$ cat src/rtl/muxn_rr.sv
// muxn_rr: registered N-channel multiplexer with valid/ready handshakes.
// An arbiter (round-robin or fixed priority) grants one requesting channel
// per cycle. The granted word is loaded into a single output register,
// tagged with the index of the channel that supplied it.

module muxn_rr #(
  parameter int bitwidth  = 32,
  parameter int channels  = 4,
  parameter bit fixed_pri = 1'b0,
  localparam int selw     = (channels > 1) ? $clog2(channels) : 1
) (
  input  logic                         clk,
  input  logic                         reset,
  input  logic [channels*bitwidth-1:0] in_data,
  input  logic [channels-1:0]          in_valid,
  output logic [channels-1:0]          in_ready,
  output logic [bitwidth-1:0]          out_data,
  output logic [selw-1:0]              out_sel,
  output logic                         out_valid,
  input  logic                         out_ready
);

  // One extra bit so that base + offset can exceed channels-1 before wrapping.
  typedef logic [selw:0] wide_t;

  localparam wide_t       CH_W     = wide_t'(channels);
  localparam logic [selw-1:0] LAST_IDX = selw'(channels - 1);

  // Output register and round-robin pointer.
  logic                out_valid_q, out_valid_d;
  logic [bitwidth-1:0] out_data_q,  out_data_d;
  logic [selw-1:0]     out_sel_q,   out_sel_d;
  logic [selw-1:0]     rr_ptr_q,    rr_ptr_d;

  // Arbitration signals.
  logic                load_en;
  logic [selw-1:0]     search_base;
  wide_t               cand_w;
  logic                grant_found;
  logic [selw-1:0]     grant_idx;
  logic [channels-1:0] grant;

  // Per-channel view of the flat input bus.
  logic [bitwidth-1:0] ch_word [channels];

  for (genvar g = 0; g < channels; g++) begin : g_unpack
    assign ch_word[g] = in_data[g*bitwidth +: bitwidth];
  end

  // The register can take a word when empty or being drained this cycle.
  // Held off during reset so no channel sees an accept that is then discarded.
  assign load_en = !reset && (!out_valid_q || out_ready);

  // Fixed priority always starts the search at channel 0.
  assign search_base = fixed_pri ? '0 : rr_ptr_q;

  // Search channels starting at search_base, wrapping modulo channels.
  always_comb begin
    // NOTE: every variable written here gets a default first; otherwise a path
    // that skips the assignment would hold the old value and infer a latch.
    grant_found = 1'b0;
    grant_idx   = '0;
    cand_w      = '0;
    for (int k = 0; k < channels; k++) begin
      cand_w = wide_t'(search_base) + wide_t'(k);
      if (cand_w >= CH_W) begin
        cand_w = cand_w - CH_W;
      end
      if (!grant_found && in_valid[cand_w[selw-1:0]]) begin
        grant_found = 1'b1;
        grant_idx   = cand_w[selw-1:0];
      end
    end
  end

  // Decode the winning index into a one-hot grant vector.
  always_comb begin
    grant = '0;
    if (grant_found) begin
      grant[grant_idx] = 1'b1;
    end
  end

  assign in_ready = grant & {channels{load_en}};

  // Next state of the output register and pointer.
  always_comb begin
    out_valid_d = out_valid_q;
    out_data_d  = out_data_q;
    out_sel_d   = out_sel_q;
    rr_ptr_d    = rr_ptr_q;
    if (load_en) begin
      if (grant_found) begin
        out_valid_d = 1'b1;
        out_data_d  = ch_word[grant_idx];
        out_sel_d   = grant_idx;
        if (!fixed_pri) begin
          rr_ptr_d = (grant_idx == LAST_IDX) ? '0 : grant_idx + 1'b1;
        end
      end else begin
        // Drained with nothing to replace it; data and sel keep their last values.
        out_valid_d = 1'b0;
      end
    end
  end

  // State registers with synchronous reset; a stalled register simply holds.
  always_ff @(posedge clk) begin
    // NOTE: sequential state uses non-blocking assignments so every register
    // samples its pre-edge inputs regardless of statement order.
    if (reset) begin
      out_valid_q <= 1'b0;
      out_data_q  <= '0;
      out_sel_q   <= '0;
      rr_ptr_q    <= '0;
    end else begin
      out_valid_q <= out_valid_d;
      out_data_q  <= out_data_d;
      out_sel_q   <= out_sel_d;
      rr_ptr_q    <= rr_ptr_d;
    end
  end

  assign out_valid = out_valid_q;
  assign out_data  = out_data_q;
  assign out_sel   = out_sel_q;

  // At most one channel is accepted per cycle.
  a_ready_onehot: assert property (@(posedge clk) disable iff (reset)
    $onehot0(in_ready));

  // A stalled word stays put until the consumer takes it.
  a_stall_stable: assert property (@(posedge clk) disable iff (reset)
    (out_valid && !out_ready) |=> (out_valid && $stable(out_data) && $stable(out_sel)));

endmodule

$ cat config.mk
export PLATFORM = sky130hd
export DESIGN_NAME = muxn_rr
export DESIGN_NICKNAME = d
export VERILOG_FILES = /design/src/rtl/muxn_rr.sv
export SDC_FILE = /design/constraint.sdc
export NUM_CORES = 1
export LEC_CHECK = 0
export BUFFER_PORTS_ARGS = -buffer_cell sky130_fd_sc_hd__buf_2
export CORE_MARGIN = 2
export CORE_UTILIZATION = 38
export DETAILED_ROUTE_END_ITERATION = 6
export PLACE_DENSITY = 0.78
export SKIP_LAST_GASP = 1
export SLEW_MARGIN = 25
export SYNTH_ARGS = -nofsm -noshare
export SYNTH_HDL_FRONTEND = slang
export SYNTH_SLANG_ARGS = --single-unit
$ cat constraint.sdc
create_clock -name clk -period 1.6 [get_ports clk]
set_input_delay 0.08 -clock clk [delete_from_list [all_inputs] [get_ports clk]]
set_output_delay 0.08 -clock clk [all_outputs]
set_load 0.005 [all_outputs]
==> qor.csv <==
stage;metric;value;unit
hold_path;worst min path class;input pin to flip-flop;
floorplanning;site row count;29;
synthesis;Yosys cell types;34;
drt;total number of vias;2896;
synthesis;largest family of logic cells by synthesized area;compound AO/OA/AOI/OAI gates;
drt;Antenna Nets Post-Route;0;
power;leakage;2.03;nW
sta;Worst-Margin Slew;322;ps
sta;WHS;85.0;ps
synthesis;average cell area after synthesis;8.59;µm²
drt;met2 wire len;4.18;mm
synthesis;area leader, netlist;dfxtp_1;
grt;initial antenna violation count;0;
sta;Clock Skews;9.16;ps
sta;Fin Setup TNS;-3580;ps
hold_path;hold_sp;reset;
placement;GP Congestion;0.800;
sta;Slew Viols, Final;0;
worst_setup_path;Worst Setup SP;rr_ptr_q[1];
sta;Final Hold Fails;0;
clock_network;clk_lat worst skew;290;ps
worst_setup_path;Max FO, Critical Path;6;
worst_setup_path;Max stage delay on crit path;390;ps
worst_setup_path;Worst Path Arrival;1690;ps
grt;grt ovf;0;
synthesis;Post-Synth Adder-Cell Area;0.00497;
synthesis;top post-synthesis cells by area;dfxtp_1 29%, a211oi_2 15%, mux2i_1 13%, nand2_1 10%, and3_1 7.7%;
run_status;outcome;complete, but fails checks;
power;IR Drop Worst-Case VDD;0.499;mV
clock_network;Post-CTS Hold Buffers;0;
finish;commonest cells after routing, fill and taps aside;173 x buf_2, 66 x nand2_1, 36 x dfxtp_1;
placement;I/O Buffers;173;
synthesis;post-synthesis compound-gate area fraction;0.250;
clock_network;clock slew at reported path FFs;80;ps
power;Pwr Density;978;mW/mm²
worst_setup_path;critical path class;flip-flop to primary output;
grt;first-pass GRT wire length;12.9;mm
clock_network;H-tree Lvls;2;
floorplanning;Die W;85.4;µm
synthesis;Syn Nets;429;
finish;Diodes inserted;0;
floorplanning;die height;85.4;µm
worst_setup_path;Worst Setup End Kind;primary output;
floorplanning;Initial Util;0.394;
synthesis;sequential fraction of the synthesis area;0.294;
clock_network;TritonCTS Buffers;5;
synthesis;Mapped Cells;293;
synthesis;Yosys top cell area share;0.294;
drt;Total Wirelength;8.14;mm
run_status;violated checks;setup timing;
drt;met3 WL;681;µm
worst_setup_path;CP Cell Sequence;or3b_4 > o221ai_4 > inv_4 > ha_2 > and2_1 > buf_2;
drt;Routed WL per cell;14.6;µm
worst_setup_path;R2R Path Start;rr_ptr_q[1];
placement;dpl ws;-149;ps
drt;Residual DRC;0;
worst_setup_path;CP max stage cell;or3b_4;
power;Overall Power;3.83;mW
drt;Max Used Layer;met4;
finish;nets;617;
placement;Post-DP HPWL;5.80;mm
grt;largest net degree at the start of global routing;34;
drt;DR pass1 iterations;4;
sta;Max-slew headroom;0.786;
drt;Metal-1 WL;3.16;mm
synthesis;Synth Warn #;0;
sta;final critical-path required period;1770;ps
synthesis;Simple-Gate Fraction of Synth Area;0.233;
floorplanning;Core Area;0.00639;mm²
synthesis;Synth Register Bits;37;
worst_setup_path;CP Launch Type;flip-flop;
floorplanning;# IOs;174;
sta;RSZ-0062 raised after global routing;true;
clock_network;root buf cell;clkbuf_8;
drt;drt via density;5.19;
finish;Area Growth Syn to Fin;55.7;%
sta;Peak Freq;0.565;GHz
drt;DRT iter0 DRCs;85;
sta;period utilisation layout;1.11;
synthesis;Cell Area, Synth;0.00252;mm²
flow_run;max-cap viol count;0;
synthesis;Post-Synth XOR/XNOR Area;0;
worst_setup_path;Crit path required time;1520;ps
clock_network;CTS tree;done;
grt;Global Route Usage Sum;0.217;
finish;fraction of layout cells with a size suffix above 1;0.565;
floorplanning;die area;0.00729;mm²
clock_network;CTS Sinks;37;
sta;Final Worst Setup Slack;-169;ps
grt;number of global-route vias before repair;2904;
sta;Final Setup Violations;36;
clock_network;clk buf depth;2;
finish;commonest non-fill, non-tap cell in the layout;buf_2;
synthesis;post-synthesis mux area share;0.131;
==> critical path, delay by kind of cell (launching register included) <==
kind                     cells  cell delay, ps
AO/OA/AOI/OAI                1             110
adder cells (fa/ha/maj)      1             180
buffers and inverters        2             190
flip-flops                   1             380
AND/OR/NAND/NOR              2             530
==> metrics by stage <==
stage / area, µm² / util / cells
2_1_floorplan: 2520 / - / 293
3_3_place_gp: 3550 / 0.556 / 541
3_5_place_dp: 3550 / 0.556 / 541
4_1_cts: 3800 / 0.596 / 556
5_1_grt: 3920 / 0.613 / 558
6_report: 3920 / 0.613 / 558
==> state kept, by name, indices dropped and copies added, names as in the netlist <==
signal / count
out_sel: 2
rr_ptr_q: 2
out_data: 32
out_valid: 1
==> where the power goes <==
group | total, mW | internal [mW] | switching, mW | leakage (nW)
clock network | 0.652 | 0.342 | 0.311 | 0.0443
registers | 1.21 | 1.11 | 0.103 | 0.311
logic | 1.97 | 1.07 | 0.893 | 1.67
total | 3.83 | 2.52 | 1.31 | 2.03
==> layout make-up <==
cell class	instances	area, µm²
multi-input combinational	227	1680
tap	77	96.3
clock buffer	7	86.3
sequential	37	744
timing repair buffer	205	1290
inverter	5	21.3
fill	580	2470
==> Yosys cell counts (all sizes together) <==
cell type and count:
nor4 2, buf 15, nor2 5, nand2 70, a32o 1, mux2i 33
and2 2, nor2b 3, a221o 2, a21oi 34, or3 1, inv 4
ha 1, or3b 1, nor3 2, nand3 1, a211oi 31, o221ai 1
dfxtp 37, o21ai 2, a21boi 1, clkinv 1, nand2b 1, and3 32
o21bai 1, clkbuf 9
==> repair_timing <==
item	in CTS	in global routing
resized for setup	18	17
buffers inserted	7	0
pin swaps	3	1
endpoints found under the setup margin	37	36
gates cloned	1	2
==> cell families (layout without fill, tap and decap cells) <==
group | after synthesis | after routing
AND/OR/NAND/NOR | 120 | 120
AO/OA/AOI/OAI | 73 | 73
adder cells (fa/ha/maj) | 1 | 1
multiplexers | 33 | 33
buffers and inverters | 29 | 217
flip-flops | 37 | 37
==> worst paths after layout <==
path / end / slack [ps] / cells past startpoint
hold / removal: out_valid / 90 / 2
setup reg to reg: out_data[22] / -150 / 7
hold reg to reg: rr_ptr_q[0] / 470 / 2
setup / recovery: in_ready[3] / -170 / 6
==> layer usage <==
layer	vias up	GRT usage
met5	-	0
met4	0	0.0664
met3	12	0.0535
met2	126	0.407
met1	1335	0.239
li1	1423	-
No activity file was read; power rests on OpenSTA's default activity.
